[src/rtl/nn_layer_sequencer_if.sv]
// Handshake bundle between the layer sequencer, its host and the datapath sub-controllers
// (valid pipeline, weight, tile and layering controllers).
interface nn_layer_sequencer_if #(
  parameter int LW  = 3,
  parameter int TIW = 2
);
  logic           start;
  logic [LW-1:0]  num_layers;
  logic           abort;
  logic           valid_ctrl_busy;
  logic           layer_ctrl_busy;
  logic           next_tile_ready;
  logic [2:0]     mode;
  logic           start_valid_pipeline;
  logic           start_weights;
  logic           start_input;
  logic           start_layering;
  logic           next_tile;
  logic [TIW-1:0] tile_idx;
  logic [LW-1:0]  layer_idx;
  logic           busy;
  logic           done;
  logic           error;

  modport master (
    input  start, num_layers, abort, valid_ctrl_busy, layer_ctrl_busy, next_tile_ready,
    output mode, start_valid_pipeline, start_weights, start_input, start_layering,
           next_tile, tile_idx, layer_idx, busy, done, error
  );

  modport slave (
    output start, num_layers, abort, valid_ctrl_busy, layer_ctrl_busy, next_tile_ready,
    input  mode, start_valid_pipeline, start_weights, start_input, start_layering,
           next_tile, tile_idx, layer_idx, busy, done, error
  );
endinterface

[src/rtl/nn_layer_sequencer.sv]
// Top-level NN sequencer: loads every row tile, then issues one layering pass per layer,
// guarded by a per-wait watchdog, an abort input and a sticky error flag.
module nn_layer_sequencer #(
  parameter int N          = 8,
  parameter int TILE       = 4,
  parameter int MAX_LAYERS = 4,
  parameter int TIMEOUT    = 255
) (
  input  logic                 clk,
  input  logic                 rst,
  nn_layer_sequencer_if.master bus
);
  localparam int NUM_TILES = N / TILE;
  localparam int LW        = $clog2(MAX_LAYERS + 1);
  localparam int TIW       = $clog2(NUM_TILES) + 1;
  localparam int TW        = $clog2(TIMEOUT + 1);

  localparam logic [TIW-1:0] LAST_TILE    = TIW'(NUM_TILES - 1);
  localparam logic [LW-1:0]  MAX_LAYERS_L = LW'(MAX_LAYERS);
  localparam logic [TW-1:0]  TIMEOUT_L    = TW'(TIMEOUT);
  localparam logic [2:0]     MODE_IDLE    = 3'd0;
  localparam logic [2:0]     MODE_LOAD    = 3'd1;
  localparam logic [2:0]     MODE_LAYER   = 3'd2;

  typedef enum logic [3:0] {
    S_IDLE          = 4'd0,
    S_ISSUE_LOAD    = 4'd1,
    S_WAIT_LOAD_ON  = 4'd2,
    S_WAIT_LOAD_OFF = 4'd3,
    S_NEXT_TILE     = 4'd4,
    S_WAIT_TILE     = 4'd5,
    S_ISSUE_LAYER   = 4'd6,
    S_WAIT_LAY_ON   = 4'd7,
    S_WAIT_LAY_OFF  = 4'd8,
    S_DONE          = 4'd9,
    S_ERR           = 4'd10
  } state_e;

  state_e         state_q, state_d;
  logic [TW-1:0]  wd_q, wd_d;
  logic [LW-1:0]  nl_q, nl_d;
  logic [TIW-1:0] tile_q, tile_d;
  logic [LW-1:0]  layer_q, layer_d;
  logic [2:0]     mode_q, mode_d;
  logic           load_q, load_d;
  logic           lay_q, lay_d;
  logic           nt_q, nt_d;
  logic           busy_q, busy_d;
  logic           done_q, done_d;
  logic           error_q, error_d;

  logic accept_s;
  logic abort_s;
  logic wd_expired_s;
  logic in_wait_s;

  assign accept_s     = (state_q == S_IDLE) && bus.start && !bus.abort &&
                        !bus.valid_ctrl_busy && !bus.layer_ctrl_busy;
  assign abort_s      = bus.abort && (state_q != S_IDLE);
  assign wd_expired_s = (wd_q == TIMEOUT_L);
  assign in_wait_s    = state_q inside {S_WAIT_LOAD_ON, S_WAIT_LOAD_OFF, S_WAIT_TILE,
                                        S_WAIT_LAY_ON, S_WAIT_LAY_OFF};

  // Next-state and tile/layer counter logic; an exit condition beats the watchdog.
  always_comb begin
    state_d = state_q;
    nl_d    = nl_q;
    tile_d  = tile_q;
    layer_d = layer_q;
    case (state_q)
      S_IDLE: begin
        if (accept_s) begin
          nl_d    = bus.num_layers;
          tile_d  = '0;
          layer_d = '0;
          if ((bus.num_layers == '0) || (bus.num_layers > MAX_LAYERS_L)) begin
            state_d = S_ERR;
          end else begin
            state_d = S_ISSUE_LOAD;
          end
        end else begin
          state_d = S_IDLE;
        end
      end
      S_ISSUE_LOAD: state_d = S_WAIT_LOAD_ON;
      S_WAIT_LOAD_ON: begin
        if (bus.valid_ctrl_busy) begin
          state_d = S_WAIT_LOAD_OFF;
        end else if (wd_expired_s) begin
          state_d = S_ERR;
        end else begin
          state_d = S_WAIT_LOAD_ON;
        end
      end
      S_WAIT_LOAD_OFF: begin
        if (!bus.valid_ctrl_busy) begin
          state_d = S_NEXT_TILE;
        end else if (wd_expired_s) begin
          state_d = S_ERR;
        end else begin
          state_d = S_WAIT_LOAD_OFF;
        end
      end
      S_NEXT_TILE: state_d = S_WAIT_TILE;
      S_WAIT_TILE: begin
        if (bus.next_tile_ready) begin
          if (tile_q < LAST_TILE) begin
            tile_d  = tile_q + TIW'(1);
            state_d = S_ISSUE_LOAD;
          end else begin
            tile_d  = '0;
            state_d = S_ISSUE_LAYER;
          end
        end else if (wd_expired_s) begin
          state_d = S_ERR;
        end else begin
          state_d = S_WAIT_TILE;
        end
      end
      S_ISSUE_LAYER: state_d = S_WAIT_LAY_ON;
      S_WAIT_LAY_ON: begin
        if (bus.layer_ctrl_busy) begin
          state_d = S_WAIT_LAY_OFF;
        end else if (wd_expired_s) begin
          state_d = S_ERR;
        end else begin
          state_d = S_WAIT_LAY_ON;
        end
      end
      S_WAIT_LAY_OFF: begin
        if (!bus.layer_ctrl_busy) begin
          if (layer_q < (nl_q - LW'(1))) begin
            layer_d = layer_q + LW'(1);
            state_d = S_ISSUE_LOAD;
          end else begin
            state_d = S_DONE;
          end
        end else if (wd_expired_s) begin
          state_d = S_ERR;
        end else begin
          state_d = S_WAIT_LAY_OFF;
        end
      end
      S_DONE:  state_d = S_IDLE;
      S_ERR:   state_d = S_IDLE;
      default: state_d = S_IDLE;
    endcase
    if (abort_s) begin
      state_d = S_IDLE;
      tile_d  = '0;
      layer_d = '0;
    end else begin
      state_d = state_d;
    end
  end

  // Watchdog restarts on every state change and only runs inside the wait states.
  always_comb begin
    wd_d = '0;
    if (state_d != state_q) begin
      wd_d = '0;
    end else if (in_wait_s) begin
      wd_d = wd_q + TW'(1);
    end else begin
      wd_d = '0;
    end
  end

  // Output decode from the current state; registered below so outputs trail the state by a cycle.
  always_comb begin
    mode_d  = MODE_IDLE;
    load_d  = 1'b0;
    lay_d   = 1'b0;
    nt_d    = 1'b0;
    busy_d  = (state_q != S_IDLE);
    done_d  = 1'b0;
    error_d = error_q;
    case (state_q)
      S_IDLE: begin
        if (accept_s) begin
          error_d = 1'b0;
        end else begin
          error_d = error_q;
        end
      end
      S_ISSUE_LOAD: begin
        mode_d = MODE_LOAD;
        load_d = 1'b1;
      end
      S_WAIT_LOAD_ON, S_WAIT_LOAD_OFF, S_WAIT_TILE: mode_d = MODE_LOAD;
      // Mode stays at load while the tile controller advances, avoiding a spurious 1->0->1 edge.
      S_NEXT_TILE: begin
        mode_d = MODE_LOAD;
        nt_d   = 1'b1;
      end
      S_ISSUE_LAYER: begin
        mode_d = MODE_LAYER;
        lay_d  = 1'b1;
      end
      S_WAIT_LAY_ON, S_WAIT_LAY_OFF: mode_d = MODE_LAYER;
      S_DONE:  done_d  = 1'b1;
      S_ERR:   error_d = 1'b1;
      default: mode_d  = MODE_IDLE;
    endcase
    if (abort_s) begin
      mode_d  = MODE_IDLE;
      load_d  = 1'b0;
      lay_d   = 1'b0;
      nt_d    = 1'b0;
      busy_d  = 1'b0;
      done_d  = 1'b0;
      error_d = error_q;
    end else begin
      busy_d = busy_d;
    end
  end

  // State, latched layer count, tile/layer counters and watchdog.
  always_ff @(posedge clk or posedge rst) begin
    if (rst) begin
      state_q <= S_IDLE;
      wd_q    <= '0;
      nl_q    <= '0;
      tile_q  <= '0;
      layer_q <= '0;
    end else begin
      state_q <= state_d;
      wd_q    <= wd_d;
      nl_q    <= nl_d;
      tile_q  <= tile_d;
      layer_q <= layer_d;
    end
  end

  // Output registers.
  always_ff @(posedge clk or posedge rst) begin
    if (rst) begin
      mode_q  <= MODE_IDLE;
      load_q  <= 1'b0;
      lay_q   <= 1'b0;
      nt_q    <= 1'b0;
      busy_q  <= 1'b0;
      done_q  <= 1'b0;
      error_q <= 1'b0;
    end else begin
      mode_q  <= mode_d;
      load_q  <= load_d;
      lay_q   <= lay_d;
      nt_q    <= nt_d;
      busy_q  <= busy_d;
      done_q  <= done_d;
      error_q <= error_d;
    end
  end

  assign bus.mode                 = mode_q;
  assign bus.start_valid_pipeline = load_q;
  assign bus.start_weights        = load_q;
  assign bus.start_input          = load_q;
  assign bus.start_layering       = lay_q;
  assign bus.next_tile            = nt_q;
  assign bus.tile_idx             = tile_q;
  assign bus.layer_idx            = layer_q;
  assign bus.busy                 = busy_q;
  assign bus.done                 = done_q;
  assign bus.error                = error_q;
endmodule

[src/flat_wrapper.sv]
// flat-port wrapper written by rule: the top's interface ports become plain ports
module nn_layer_sequencer_flat 
#(
  parameter int N          = 8,
  parameter int TILE       = 4,
  parameter int MAX_LAYERS = 4,
  parameter int TIMEOUT    = 255
)
  (clk, rst, bus_start, bus_num_layers, bus_abort, bus_valid_ctrl_busy, bus_layer_ctrl_busy, bus_next_tile_ready, bus_mode, bus_start_valid_pipeline, bus_start_weights, bus_start_input, bus_start_layering, bus_next_tile, bus_tile_idx, bus_layer_idx, bus_busy, bus_done, bus_error);
  nn_layer_sequencer_if #(.LW(($clog2(MAX_LAYERS + 1))), .TIW(($clog2((N / TILE)) + 1))) bus_i ();
  input  logic clk;
  input  logic rst;
  input wire logic [$bits(bus_i.start)-1:0] bus_start;
  input wire logic [$bits(bus_i.num_layers)-1:0] bus_num_layers;
  input wire logic [$bits(bus_i.abort)-1:0] bus_abort;
  input wire logic [$bits(bus_i.valid_ctrl_busy)-1:0] bus_valid_ctrl_busy;
  input wire logic [$bits(bus_i.layer_ctrl_busy)-1:0] bus_layer_ctrl_busy;
  input wire logic [$bits(bus_i.next_tile_ready)-1:0] bus_next_tile_ready;
  output wire logic [$bits(bus_i.mode)-1:0] bus_mode;
  output wire logic [$bits(bus_i.start_valid_pipeline)-1:0] bus_start_valid_pipeline;
  output wire logic [$bits(bus_i.start_weights)-1:0] bus_start_weights;
  output wire logic [$bits(bus_i.start_input)-1:0] bus_start_input;
  output wire logic [$bits(bus_i.start_layering)-1:0] bus_start_layering;
  output wire logic [$bits(bus_i.next_tile)-1:0] bus_next_tile;
  output wire logic [$bits(bus_i.tile_idx)-1:0] bus_tile_idx;
  output wire logic [$bits(bus_i.layer_idx)-1:0] bus_layer_idx;
  output wire logic [$bits(bus_i.busy)-1:0] bus_busy;
  output wire logic [$bits(bus_i.done)-1:0] bus_done;
  output wire logic [$bits(bus_i.error)-1:0] bus_error;
  assign bus_i.start = bus_start;
  assign bus_i.num_layers = bus_num_layers;
  assign bus_i.abort = bus_abort;
  assign bus_i.valid_ctrl_busy = bus_valid_ctrl_busy;
  assign bus_i.layer_ctrl_busy = bus_layer_ctrl_busy;
  assign bus_i.next_tile_ready = bus_next_tile_ready;
  assign bus_mode = bus_i.mode;
  assign bus_start_valid_pipeline = bus_i.start_valid_pipeline;
  assign bus_start_weights = bus_i.start_weights;
  assign bus_start_input = bus_i.start_input;
  assign bus_start_layering = bus_i.start_layering;
  assign bus_next_tile = bus_i.next_tile;
  assign bus_tile_idx = bus_i.tile_idx;
  assign bus_layer_idx = bus_i.layer_idx;
  assign bus_busy = bus_i.busy;
  assign bus_done = bus_i.done;
  assign bus_error = bus_i.error;
  nn_layer_sequencer #(.N(N), .TILE(TILE), .MAX_LAYERS(MAX_LAYERS), .TIMEOUT(TIMEOUT)) u_core (.clk(clk), .rst(rst), .bus(bus_i));
endmodule
[config.mk]
export PLATFORM = sky130hd
export DESIGN_NAME = nn_layer_sequencer_flat
export DESIGN_NICKNAME = d
export VERILOG_FILES = /design/src/rtl/nn_layer_sequencer_if.sv /design/src/rtl/nn_layer_sequencer.sv /design/src/flat_wrapper.sv
export SDC_FILE = /design/constraint.sdc
export NUM_CORES = 1
export LEC_CHECK = 0
export CAP_MARGIN = 20
export CORE_ASPECT_RATIO = 1.4
export CORE_MARGIN = 3
export CORE_UTILIZATION = 50
export DETAILED_ROUTE_END_ITERATION = 7
export GPL_TIMING_DRIVEN = 0
export PLACE_DENSITY = 0.74
export RECOVER_POWER = 100
export SETUP_SLACK_MARGIN = 0.2
export SYNTH_ARGS = -nofsm -noshare
export SYNTH_HDL_FRONTEND = slang
export SYNTH_SLANG_ARGS = --single-unit
[constraint.sdc]
create_clock -name clk -period 6.9 [get_ports clk]
set_clock_uncertainty 0.05 [all_clocks]
set_input_delay 0.69 -clock clk [delete_from_list [all_inputs] [get_ports clk]]
set_output_delay 0.69 -clock clk [all_outputs]
set_load 0.05 [all_outputs]
# Yosys cells after proc, flatten, opt, wreduce, memory -nomap -nowiden
# Index checks and enable logic that the tools add are counted.
dict set report op_classes {
  eq_ne 17
  n_addsub 4
  order_cmp 3
  bitwise_logic 1
  n_mux 41
  reduce_logical 22
}
# op count
set op_table {}
lappend op_table {{$mux W4} 13}
lappend op_table {{$pmux W4 S9} 1}
lappend op_table {{$eq A4 B3 Y1 const B} 4}
lappend op_table {{$mux W8} 2}
lappend op_table {{$mux W3} 5}
lappend op_table {{$eq A4 B4 Y1 const B} 3}
lappend op_table {{$mux W2} 6}
lappend op_table {{$mux W1} 10}
lappend op_table {{$ne A3 B2 Y1 const B} 3}
lappend op_table {{$add A8 B1 Y8 const B} 1}
lappend op_table {{$eq A4 B2 Y1 const B} 2}
lappend op_table {{$eq A8 B8 Y1 const B} 1}
lappend op_table {{$pmux W2 S2} 2}
lappend op_table {{$pmux W3 S2} 1}
lappend op_table {{$reduce_and A3 Y1} 2}
lappend op_table {{$reduce_bool A3 Y1} 2}
lappend op_table {{$logic_and A1 B1 Y1} 5}
lappend op_table {{$reduce_bool A5 Y1} 1}
lappend op_table {{$reduce_or A5 Y1} 1}
lappend op_table {{$eq A4 B1 Y1 const B} 1}
lappend op_table {{$logic_not A4 Y1} 1}
lappend op_table {{$ne A4 B4 Y1} 1}
lappend op_table {{$reduce_and A4 Y1} 1}
lappend op_table {{$reduce_bool A4 Y1} 1}
lappend op_table {{16 further kinds} 18}
dict set report totals {
  ff_bits 28
}

# Longest topological paths before layout
dict set report depth {
  ltp_word 10
  depth_mapped 9
  ltp_nobuf 9
}

# Worst setup path before layout
# OpenSTA, ideal clock, no wires.
dict set report synth_timing {
  kind {input to register}
  start {input bus_num_layers[1]}
  end {register u_core.wd_q[3]}
  required_ps 6755
  path_buffers 0
  path_stages 6
  setup_time_ps 95
  setup_slack_ps 4458
  arrival_time_ps 2297
  cell_sequence {o21a_1 > o211ai_1 > o311ai_1 > a32o_1 > a2111o_1 > nor4b_2}
}
dict set report synth_via {
  elab_chain_cells 8
}
# element line
set synth_lines {}
lappend synth_lines {{start: declaration} flat_wrapper.sv:14} ;# input wire logic [$bits(bus_i.num_layers)-1:0] bus_num_layers;
lappend synth_lines {{$gt A3 B3 Y1 or $logic_not A3 Y1 (tied branches)} nn_layer_sequencer.sv:76} ;# if ((bus.num_layers == '0) || (bus.num_layers > MAX_LAYERS_L)) begin
lappend synth_lines {{$logic_or A1 B1 Y1 *} nn_layer_sequencer.sv:76}
lappend synth_lines {{$mux W4 *} nn_layer_sequencer.sv:76}
lappend synth_lines {{$mux W4 *} nn_layer_sequencer.sv:72} ;# if (accept_s) begin
lappend synth_lines {{$pmux W4 S9 *} nn_layer_sequencer.sv:70} ;# case (state_q)
lappend synth_lines {{$mux W4 *} nn_layer_sequencer.sv:148} ;# if (abort_s) begin
lappend synth_lines {{$ne A4 B4 Y1 *} nn_layer_sequencer.sv:160} ;# if (state_d != state_q) begin
lappend synth_lines {{$mux W8 *} nn_layer_sequencer.sv:160}
lappend synth_lines {{named net u_core.wd_d[3]} nn_layer_sequencer.sv:40} ;# logic [TW-1:0] wd_q, wd_d;
lappend synth_lines {{end signal: assignment} nn_layer_sequencer.sv:228} ;# wd_q <= wd_d;
lappend synth_lines {{end: declaration} nn_layer_sequencer.sv:40}
# The timed path passes the listed nets; every way through them passes the cells marked *.
# A chain may end at the register's enable or synchronous reset.

# Worst setup path in the final report
dict set report layout_timing {
  start {input bus_layer_ctrl_busy}
  end {register u_core.wd_q[6]}
}
dict set report layout_via {
  elab_chain_cells 7
}
# element line
set layout_lines {}
lappend layout_lines {{start: declaration} flat_wrapper.sv:17} ;# input wire logic [$bits(bus_i.layer_ctrl_busy)-1:0] bus_layer_ctrl_busy;
lappend layout_lines {{$logic_not A1 Y1} nn_layer_sequencer.sv:58} ;# !bus.valid_ctrl_busy && !bus.layer_ctrl_busy;
lappend layout_lines {{$logic_and A1 B1 Y1} nn_layer_sequencer.sv:58}
lappend layout_lines {{$mux W4} nn_layer_sequencer.sv:72}
lappend layout_lines {{$pmux W4 S9 *} nn_layer_sequencer.sv:70}
lappend layout_lines {{$mux W4 *} nn_layer_sequencer.sv:148}
lappend layout_lines {{$ne A4 B4 Y1 *} nn_layer_sequencer.sv:160}
lappend layout_lines {{$mux W8 *} nn_layer_sequencer.sv:160}
lappend layout_lines {{named net u_core.wd_d[6]} nn_layer_sequencer.sv:40}
# Marks and branches as above.

==> flow_summary.ini <==
[run_status]
outcome = complete, no violations

[global_routing]
grt_pass1_vias = 1775
grt_start_max_net_pins = 29
grt.total_usage_pct = 23.5
grt_overflow = 0
grt_pass1_wl_um = 8280
antenna_found_initial = 0

[setup_path]
reg2reg_depth = 7
required_ps = 6990
critPathMaxFanout = 8
cp-startpoint = bus_layer_ctrl_busy
critical_path.max_stage_delay_ps = 700
start_kind = input pin
cpMaxStageDelayCell = nor4b_1
path_cells = dlygate4sd3_1, nor4b_1, nand2_1, nor3_1, nor3_1, mux2i_1, nor3_1
cp_common_cell = nor3_1
crit-reg2reg-launch = u_core.state_q[2]
crit_type = input pin to register
arrival_ps = 3550
end_kind = register
reg2reg_slack_ps = 4200

[hold_path]
hold_path.startpoint = u_core.wd_q[0]
hp-class = register to register
min_delay_path_depth = 1

[cts]
clk_transition_reported_paths_ps = 100
cts_resized = 0
cts_max_path_buffers = 2
cts_made_buffers = 3
post_cts_buffers = 0
cts.sinks = 28
root_buffer = clkbuf_8
clk_latency_ps = 280
ctsHoldBuffers = 0
h-tree-depth = 1
tritoncts = built

[place]
globalplace.congestion = 0.889
place_area_um2 = 2180
portBuffers = 24
dpl.hpwl_um = 3700

[finish]
layout-drive-gt1-share_pct = 12.6
utilization_pct = 64.1
fin_nets = 248
finish.instance_area_um2 = 2240
area_delta_synth_final_pct = 18.8
antennaDiodeCount = 0

[pwr]
ir_drop_mv = 0.167
total_power_mw = 0.722
p_per_area_nw_per_um2 = 321
leakagePower_nw = 1.01

[timing]
finalCritPeriodShare_pct = 50.1
relSlewSlack_pct = 22.7
drv_slew = 0
setup_viol = 0
fmax_mhz = 289
tns_ps = 0
hold_viol_final = 0
worst_slew_pin_slew_ps = 1160
rsz0062_at_grt = false
whs_ps = 442
min_period_ps = 3460

[die]
ioPinCount = 26
coreArea_um2 = 3500
num_rows = 25
initial_core_util_pct = 53.9
die_h_um = 78.7
fp.dieW_um = 58.0
die-area_um2 = 4560

[detailed_routing]
wire_per_inst_um = 18.1
drt_iter0_markers = 83
viasPerCell = 6.17
drc = 0
ant_nets = 0
wl_um = 4910
drt-pass1-iter-count = 4
vias = 1673

[job]
maxCapViolCount = 0

[logic_synthesis]
netlist_area_um2 = 1890
yosysUniqueCellTypes = 61
synth_area_per_cell_um2 = 9.35
synthTopCellsByArea = dfrtp_1, ha_1, nand2_1
ys_seq_elements = 28
synth-main-ff-cell = dfrtp_1
ys_warn_count = 0
synth_top_area_share_pct = 37.1
synth_nets = 218
synth_cells = 202
ys_seq_area_share_pct = 37.1
synth-edff-count = 0
async_flop_share_pct = 100
synth_largest_area_cell = dfrtp_1
[power by group]
group | switching [mW] | leakage, nW | total [mW] | internal [mW]
clock network | 0.0548 | 0.0357 | 0.133 | 0.0778
logic | 0.235 | 0.592 | 0.377 | 0.142
registers | 0.0217 | 0.381 | 0.212 | 0.190
total | 0.312 | 1.01 | 0.722 | 0.410
[flip-flops by register name, summed over array words and instances (netlist names), 2 cells and up]
register              count
u_core.bus.layer_idx      3
u_core.wd_q               8
u_core.bus.tile_idx       2
u_core.nl_q               3
u_core.state_q            4
u_core.bus.mode           2
[kinds of logic after synthesis]
kind of cell / after synthesis / share of synthesized area, %
simple gates: 83 / 26.8
mux: 6 / 3.71
flops: 28 / 37.1
buf+inv: 22 / 6.82
other cells: 1 / 0.198
xor+xnor: 9 / 4.17
fa+ha+maj: 6 / 3.97
compound gates: 47 / 17.3
[layer usage]
layer / vias to the layer above / global-route usage [%] / routed length (um)
met5: - / 0 / 0
met4: 0 / 12.1 / 127
met3: 13 / 2.93 / 193
met2: 48 / 43.4 / 2680
met1: 813 / 25.3 / 1910
li1: 799 / - / -
[path summary, 6_finish.rpt]
kind,to
worst max-delay path,u_core.wd_q[6]
worst min-delay path,u_core.wd_q[0]
worst max register to register,u_core.wd_q[6]
worst min register to register,u_core.wd_q[0]
max in group asynchronous,u_core.state_q[1]
min in group asynchronous,u_core.bus.tile_idx[0]
[cells in the mapped netlist, types with 3 or more instances]
| master | instances |
|---|---|
| dfrtp_1 | 28 |
| nand2_1 | 20 |
| nor3_1 | 12 |
| a21oi_1 | 11 |
| inv_1 | 10 |
| nor2_1 | 10 |
| o21ai_0 | 9 |
| xnor2_1 | 7 |
| ha_1 | 6 |
| mux2_2 | 5 |
| nand2b_1 | 5 |
| nand3_1 | 4 |
| a32o_1 | 3 |
| buf_4 | 3 |
| buf_6 | 3 |
| clkbuf_1 | 3 |
| nor4_1 | 3 |
| nor4b_2 | 3 |
| o21a_1 | 3 |
| o31ai_1 | 3 |
| or3b_1 | 3 |
[layout make-up]
cell class	instances	area, um2
Fill cell	305	1260
Multi-Input combinational cell	152	1050
Sequential cell	28	701
Timing Repair Buffer	25	244
Buffer	12	91.3
Tap cell	40	50.0
Clock buffer	3	41.3
Inverter	10	37.5
Clock inverter	1	30.0
[layout by cell type (no fill, tap or decap), types with 2 or more instances in the layout]
master and count:
clkbuf_1 4, nand4_1 2, or3_1 2, nor4b_1 2
o21ai_0 9, nor3_1 12, xnor2_1 7, nand2_1 20
buf_2 2, nor2_1 10, buf_6 3, or3b_1 3
inv_1 10, and3_2 2, nand3_1 4, mux2_2 5
a32o_1 3, xor2_1 2, ha_1 6, nor4_1 3
clkdlybuf4s50_1 6, o21a_1 3, buf_4 3, nor4b_2 2
dfrtp_1 28, clkbuf_8 4, nor2b_1 2, a21oi_1 11
dlygate4sd3_1 18, o31ai_1 3, nand2b_1 5, and3_1 2
[through the flow]
stage / std cells / setup slack, ps
after floorplan: 202 / 4460
after global placement: 266 / 3700
after detailed placement: 266 / 3660
after CTS: 270 / 3960
after global routing: 271 / 3060
final: 271 / 3440
[worst max-delay path, delay by kind of cell]
family	cells	cell delay [ps]
AND/OR/NAND/NOR	5	1560
buffers and inverters	1	690
multiplexers	1	600
(Power assumes the default switching activity.)
